$ cat src/rtl/sha2_pkg.sv
// ---------------------------------------------------------------------------
// sha2_pkg
// Shared definitions for the SHA-2 message scheduler slice.
// Holds the scheduler state encoding, the sigma rotate/shift amounts for the
// 32-bit (SHA-224/256) and 64-bit (SHA-384/512) word widths, the schedule
// lengths for each family, and a helper that maps a word width to its
// schedule length.
// ---------------------------------------------------------------------------
package sha2_pkg;

    // Scheduler control states: waiting, filling the window, streaming W[t].
    typedef enum logic [1:0] {
        IDLE,
        LOAD,
        EXPAND
    } state_e;

    // Number of schedule words produced per block for each family.
    localparam int ROUNDS_256 = 64;
    localparam int ROUNDS_512 = 80;

    // The sliding window holds the last sixteen schedule words.
    localparam int WINDOW_WORDS = 16;

    // Small sigma amounts for 32-bit words.
    localparam int S0_ROT_A_256 = 7;
    localparam int S0_ROT_B_256 = 18;
    localparam int S0_SHR_256   = 3;
    localparam int S1_ROT_A_256 = 17;
    localparam int S1_ROT_B_256 = 19;
    localparam int S1_SHR_256   = 10;

    // Small sigma amounts for 64-bit words.
    localparam int S0_ROT_A_512 = 1;
    localparam int S0_ROT_B_512 = 8;
    localparam int S0_SHR_512   = 7;
    localparam int S1_ROT_A_512 = 19;
    localparam int S1_ROT_B_512 = 61;
    localparam int S1_SHR_512   = 6;

    // Schedule length that belongs to a given word width.
    function automatic int roundsFor(input int width);
        return (width == 64) ? ROUNDS_512 : ROUNDS_256;
    endfunction

endpackage

$ cat src/rtl/msg_sigma.sv
// ---------------------------------------------------------------------------
// msg_sigma
// Purely combinational small-sigma pair used by the message scheduler.
// Ports:
//   sig0Src_i  word fed to sigma0 (the scheduler's window[1], i.e. W[t-15])
//   sig1Src_i  word fed to sigma1 (the scheduler's window[14], i.e. W[t-2])
//   sigma0_o   sigma0(sig0Src_i)
//   sigma1_o   sigma1(sig1Src_i)
// DATA_WIDTH selects the 32-bit or 64-bit rotate/shift amounts.
// ---------------------------------------------------------------------------
module msg_sigma
    import sha2_pkg::*;
#(
    parameter int DATA_WIDTH = 32
) (
    input  logic [DATA_WIDTH-1:0] sig0Src_i,
    input  logic [DATA_WIDTH-1:0] sig1Src_i,
    output logic [DATA_WIDTH-1:0] sigma0_o,
    output logic [DATA_WIDTH-1:0] sigma1_o
);

    localparam bit WIDE = (DATA_WIDTH == 64);

    localparam int S0A = WIDE ? S0_ROT_A_512 : S0_ROT_A_256;
    localparam int S0B = WIDE ? S0_ROT_B_512 : S0_ROT_B_256;
    localparam int S0S = WIDE ? S0_SHR_512   : S0_SHR_256;
    localparam int S1A = WIDE ? S1_ROT_A_512 : S1_ROT_A_256;
    localparam int S1B = WIDE ? S1_ROT_B_512 : S1_ROT_B_256;
    localparam int S1S = WIDE ? S1_SHR_512   : S1_SHR_256;

    // Rotate right by a constant; the two shifted halves never overlap.
    function automatic logic [DATA_WIDTH-1:0] rotr(input logic [DATA_WIDTH-1:0] x,
                                                   input int n);
        return (x >> n) | (x << (DATA_WIDTH - n));
    endfunction

    // Each sigma is two rotates and one logical shift folded by XOR.
    assign sigma0_o = rotr(sig0Src_i, S0A) ^ rotr(sig0Src_i, S0B) ^ (sig0Src_i >> S0S);
    assign sigma1_o = rotr(sig1Src_i, S1A) ^ rotr(sig1Src_i, S1B) ^ (sig1Src_i >> S1S);

endmodule

$ cat src/rtl/msg_sched.sv
// ---------------------------------------------------------------------------
// msg_sched
// SHA-2 message scheduler. Accepts sixteen message words of one block over a
// valid/ready stream, then emits the whole schedule W[0..ROUNDS-1] over a
// second valid/ready stream using a sixteen-word sliding window.
// Ports:
//   clk, rst_n        clock (rising edge) and asynchronous active-low reset
//   start_in          begin a new block (only acted on while idle)
//   flush_in          synchronous abort back to idle from any state
//   in_valid/in_data  incoming message words, W[0] first
//   in_ready          high while the window is being filled
//   out_valid/out_data/out_ready  schedule word stream, W[out_idx]
//   out_idx           index t of the word on out_data
//   out_last          marks W[ROUNDS-1]
//   done_out          single-cycle pulse after the final output handshake
//   busy_out          high whenever a block is in progress
// ---------------------------------------------------------------------------
module msg_sched
    import sha2_pkg::*;
#(
    parameter int DATA_WIDTH = 32,
    parameter int ROUNDS     = 64
) (
    input  logic                  clk,
    input  logic                  rst_n,
    input  logic                  start_in,
    input  logic                  flush_in,
    input  logic                  in_valid,
    input  logic [DATA_WIDTH-1:0] in_data,
    output logic                  in_ready,
    output logic                  out_valid,
    output logic [DATA_WIDTH-1:0] out_data,
    input  logic                  out_ready,
    output logic [6:0]            out_idx,
    output logic                  out_last,
    output logic                  done_out,
    output logic                  busy_out
);

    // Only the two SHA-2 word widths with their matching schedule lengths
    // make sense; anything else is rejected while elaborating.
    if (DATA_WIDTH != 32 && DATA_WIDTH != 64) begin : gBadWidth
        $error("msg_sched: DATA_WIDTH must be 32 or 64");
    end
    if (ROUNDS != roundsFor(DATA_WIDTH)) begin : gBadRounds
        $error("msg_sched: ROUNDS does not match DATA_WIDTH");
    end

    localparam logic [6:0] LAST_IDX  = 7'(ROUNDS - 1);
    localparam logic [6:0] LAST_LOAD = 7'(WINDOW_WORDS - 1);

    state_e                state_q;
    logic [6:0]            cnt_q;
    logic                  done_q;
    logic [DATA_WIDTH-1:0] window_q [WINDOW_WORDS];

    logic [DATA_WIDTH-1:0] sigma0;
    logic [DATA_WIDTH-1:0] sigma1;
    logic [DATA_WIDTH-1:0] wNew_d;

    // window[1] is W[t-15] and window[14] is W[t-2] relative to the word
    // W[t+16] being appended, so one sigma pair serves every step.
    msg_sigma #(
        .DATA_WIDTH(DATA_WIDTH)
    ) uSigma (
        .sig0Src_i(window_q[1]),
        .sig1Src_i(window_q[14]),
        .sigma0_o (sigma0),
        .sigma1_o (sigma1)
    );

    // Next word appended to the top of the window; wraps modulo 2^DATA_WIDTH.
    assign wNew_d = sigma1 + window_q[9] + sigma0 + window_q[0];

    // Control FSM, counter and window. A flush returns to idle without
    // touching the window and without a done pulse; only the reset clears
    // the window contents. The recurrence is applied on every output
    // handshake, including the first sixteen, because the original message
    // words simply shift down and out unchanged while W[16..] are appended.
    always_ff @(posedge clk or negedge rst_n) begin
        if (!rst_n) begin
            state_q <= IDLE;
            cnt_q   <= '0;
            done_q  <= 1'b0;
            for (int k = 0; k < WINDOW_WORDS; k++) begin
                window_q[k] <= '0;
            end
        end else begin
            done_q <= 1'b0;
            if (flush_in) begin
                state_q <= IDLE;
                cnt_q   <= '0;
            end else begin
                case (state_q)
                    IDLE: begin
                        if (start_in) begin
                            state_q <= LOAD;
                            cnt_q   <= '0;
                        end
                    end
                    LOAD: begin
                        if (in_valid) begin
                            window_q[cnt_q[3:0]] <= in_data;
                            if (cnt_q == LAST_LOAD) begin
                                state_q <= EXPAND;
                                cnt_q   <= '0;
                            end else begin
                                cnt_q <= cnt_q + 7'd1;
                            end
                        end
                    end
                    EXPAND: begin
                        if (out_ready) begin
                            for (int k = 0; k < WINDOW_WORDS - 1; k++) begin
                                window_q[k] <= window_q[k+1];
                            end
                            window_q[WINDOW_WORDS-1] <= wNew_d;
                            if (cnt_q == LAST_IDX) begin
                                state_q <= IDLE;
                                cnt_q   <= '0;
                                done_q  <= 1'b1;
                            end else begin
                                cnt_q <= cnt_q + 7'd1;
                            end
                        end
                    end
                    default: begin
                        state_q <= IDLE;
                        cnt_q   <= '0;
                    end
                endcase
            end
        end
    end

    // Outputs are decodes of registered state only; data and index are
    // forced to zero whenever no word is being offered.
    assign in_ready  = (state_q == LOAD);
    assign out_valid = (state_q == EXPAND);
    assign out_data  = out_valid ? window_q[0] : '0;
    assign out_idx   = out_valid ? cnt_q : 7'd0;
    assign out_last  = out_valid && (cnt_q == LAST_IDX);
    assign done_out  = done_q;
    assign busy_out  = (state_q != IDLE);

endmodule

$ cat config.mk
export PLATFORM = sky130hd
export DESIGN_NAME = msg_sched
export DESIGN_NICKNAME = d
export VERILOG_FILES = /design/src/rtl/sha2_pkg.sv /design/src/rtl/msg_sigma.sv /design/src/rtl/msg_sched.sv
export SDC_FILE = /design/constraint.sdc
export NUM_CORES = 1
export LEC_CHECK = 0
export ABC_AREA = 1
export CAP_MARGIN = 15
export CORE_UTILIZATION = 45
export CTS_CLUSTER_SIZE = 16
export DETAILED_ROUTE_END_ITERATION = 10
export SYNTH_ARGS = -nofsm -noshare
export SYNTH_HDL_FRONTEND = slang
export SYNTH_SLANG_ARGS = --single-unit
$ cat constraint.sdc
create_clock -name clk -period 3.1 [get_ports clk]
set_input_delay 0.31 -clock clk [delete_from_list [all_inputs] [get_ports clk]]
set_output_delay 0.31 -clock clk [all_outputs]
set_load 0.02 [all_outputs]
==> results.md <==
- Status: finished with violations
- Violated checks: setup timing
- Critical Path Slowest Stage Cell: fa_1
- WL final: 98,700 µm
- Largest net degree at the start of global routing: ~120
- FF-to-FF Start: window_q[467]$_DFFE_PN0P_
- Num rows: 94
- Largest area contributor in the netlist: dfrtp_1
- Initial Utilization: between 40% and 50%
- Fmax: between 0.2 and 0.3 GHz
- Met3 wire len: around 5600 µm
- CP required: roughly 3600 ps
- Clock Latency Late Sink: 640 ps
- Reg2reg setup slack: -320 ps
- Hold WS: roughly 260 ps
- Clock Tree Root: clkbuf_16
- Startpoint Class: flop
- Antenna violations before repair: 1
- Via/cell ratio: about 5.4
- FFs w/ async S/R, synth: 100%
- Critical path's top delay family: adder cells
- M1 wire length: 46,600 µm
- Setup crit end kind: flop
- CP cell instances: buf_4 -> buf_6 -> xor2_1 -> fa_1 -> inv_1 -> fa_1 -> ha_2 -> fa_2 -> nand2_4 -> nand2_2 -> nand3_2 -> nand2_4 -> nand2_2 -> nand2_4 -> nand2_2 -> nand2_1 -> nand2_1 -> nand3_1 -> a21boi_1
- Routed Antenna Nets: 0
- Die H: ~260 µm
- TritonCTS Buffers: slightly below 60
- Max-Cap Viols: 0
- Clock Path Buffers: 3
- Global-route wire length before repair: roughly 150,000 µm
- Worst-margin pin slew: between 700 and 800 ps
- Post-synth top flop: dfrtp_1
- Reg2reg end: window_q[23]$_DFFE_PN0P_
- Flop and latch count out of synthesis: between 500 and 600
- Synth Area per Inst: ~8.0 µm²
- DR DRC count: 0
- Distinct cells, synth: 40
- Worst Path Arrival: approximately 4000 ps
- Top-area cell type share of the netlist area: between 40% and 50%
- Vias in the first global route: ~25,000
- Buffers & Inverters on Critical Path: 3
- Endpoints failing hold: 0
- Synthesized area: around 30,000 µm²
- Final worst setup slack: -317 ps
- DP HPWL: between 60,000 and 70,000 µm
- Die width: approximately 260 µm
- Final Skew: 24.8 ps
- Core Footprint: between 60,000 and 70,000 µm²
- Layout area overhead: 21.0%
- Number of port buffers: between 80 and 90
- Layout Nets: 4,040
- IO Count: 82
- Slew Viols, Final: 0
- CTS tree: yes
- Top layer reached by signal wires: met5
- Core Util, Final: approximately 55%
- RSZ-0062 raised after global routing: yes
- Highest cell delay on the worst timing path: just under 500 ps
- Reg clk slew, reported paths: roughly 60 ps
- Post-synthesis sequential area ratio: 43.6%
- Layout cells sized above 1: roughly 16%
- DRT iter0 DRCs: between 2,000 and 3,000
- Drt wl/cell: roughly 21 µm
- CTS Sinks: between 500 and 600
- Inserted Diodes: 0
- WL met2: approximately 43,000 µm
- Final min period: about 3400 ps
- Synth warn: 0
- Reg2Reg Depth: 19
- Grt ovf: 0
- Number of synthesized flops with an enable pin: 0
- CTS H-tree lvls: 2
- Mapped Nets: roughly 3,900
- Gpl congestion: 0.996
- Worst hold-check path type: input port to async pin
- Crit Path Max Fanout: 3
- Die Area: approximately 68,000 µm²
- Tot GR Track Use: between 20% and 30%
- First-pass iteration count of the detailed router: 6
- Top cells by area, synth: dfrtp_1 (44%), nand2_1 (9.9%), o22ai_1 (9.5%), inv_1 (8.9%), o21ai_0 (7.0%)
- Cells after Synth: ~3,800
- Slew margin rel.: 47.2%
- Vias: 26,000
- Critical path class: flop to flop
- Final setup vio count: 27
- Final period util: 110%
-- per-stage QoR --
step           setup slack, ps  area, µm²  setup TNS, ps  cells
3_3_place_gp              -566      32500         -11520   4684
3_5_place_dp              -556      32500         -11940   4684
6_report                  -317      36300          -5810   4811
5_1_grt                   -446      36300          -9320   4811
4_1_cts                   -233      35600          -4680   4804
2_1_floorplan             13.2      30000              0   3770
-- cell usage after synthesis, types with 6 or more instances --
| cell type | number |
|---|---|
| nand2_1 | 790 |
| inv_1 | 710 |
| dfrtp_1 | 522 |
| o22ai_1 | 457 |
| o21ai_0 | 422 |
| a21oi_1 | 108 |
| nor2_1 | 104 |
| buf_2 | 97 |
| clkbuf_1 | 97 |
| xor2_1 | 72 |
| fa_1 | 62 |
| xnor2_1 | 60 |
| o21ai_1 | 54 |
| nand3_1 | 50 |
| ha_1 | 39 |
| buf_4 | 30 |
| buf_6 | 25 |
| a21oi_4 | 11 |
| a21boi_0 | 10 |
| a22oi_1 | 8 |
| a21oi_2 | 6 |
-- layout by cell type (no fill, tap or decap), types with 16 or more instances in the layout --
cell,instances
nor2_4,16
inv_2,27
xnor2_1,38
buf_4,193
buf_12,23
nor2_1,79
xor2_1,55
clkbuf_16,59
clkbuf_1,18
inv_1,685
ha_4,28
nand3_1,39
fa_1,56
nand2_2,60
o21ai_1,57
xor2_2,16
a21oi_1,87
o22ai_1,457
nand2_1,702
o21ai_0,418
a21oi_2,16
clkdlybuf4s50_1,80
a21oi_4,22
dfrtp_1,509
buf_6,23
nand2_4,29
-- cell type report --
cell class              instances  area (µm²)
flip-flops and latches        522       13100
repair buffers                323        3050
multi-input cells            2282       14400
inverters                     714        2700
fillers                      6179       29600
clock inverters                19         245
clock buffers                  87        1680
well taps                     864        1080
-- logic make-up after synthesis --
family	count (synthesis)	synth area share (%)
buffers and inverters	966	13.5
XOR/XNOR	132	3.86
flip-flops	522	43.6
adder cells (fa/ha/maj)	101	5.77
AO/OA/AOI/OAI	1089	20.9
multiplexers	2	0.0751
AND/OR/NAND/NOR	958	12.3
-- worst max-delay path by stage --
stage | startpoint | endpoint | slack [ps] | cells after the start
after floorplan | window_q[465]$_DFFE_PN0P_ | window_q[24]$_DFFE_PN0P_ | 10 | 16
after global placement | window_q[459]$_DFFE_PN0P_ | window_q[12]$_DFFE_PN0P_ | -570 | 14
after CTS | window_q[465]$_DFFE_PN0P_ | window_q[25]$_DFFE_PN0P_ | -230 | 16
final | window_q[467]$_DFFE_PN0P_ | window_q[23]$_DFFE_PN0P_ | -320 | 19
after global routing | window_q[467]$_DFFE_PN0P_ | window_q[19]$_DFFE_PN0P_ | -450 | 19
after detailed placement | window_q[463]$_DFFE_PN0P_ | window_q[28]$_DFFE_PN0P_ | -560 | 15
-- metal layers --
| layer | vias up | global-route usage (%) |
|---|---|---|
| met5 | - | 0 |
| met4 | 2 | 8.46 |
| met3 | 163 | 3.71 |
| met2 | 824 | 44.7 |
| met1 | 12600 | 43.7 |
| li1 | 12400 | - |
-- worst reg2reg max path: stages (launching register included) --
cell      delay [ps]
dfrtp_2          430
buf_4            150
buf_6            100
xor2_1           160
fa_1             490
inv_1             50
fa_1             440
ha_2             210
fa_2             380
nand2_4          130
nand2_2           70
nand3_2          110
nand2_4           80
nand2_2           80
nand2_4           90
nand2_2           70
nand2_1           50
nand2_1           50
nand3_1           60
a21boi_1         150
-- flip-flops by register name (all words and copies together), names as in the netlist --
signal	cells
cnt_q	7
done_out	1
state_q	2
window_q	512
-- timing repair --
| item | 4_1_cts | 5_1_grt |
|---|---|---|
| gates cloned | 1 | 0 |
| pin swaps | 85 | 76 |
| endpoints found under the setup margin | 31 | 29 |
| endpoints found under the hold margin | 54 | 0 |
| resized for setup | 239 | 131 |
| hold buffers | 1 | 0 |
| buffers inserted | 15 | 7 |
Power is left out: the tool's default activity adds up to more than one toggle a clock period on the data nets, which glitch-free logic cannot reach.
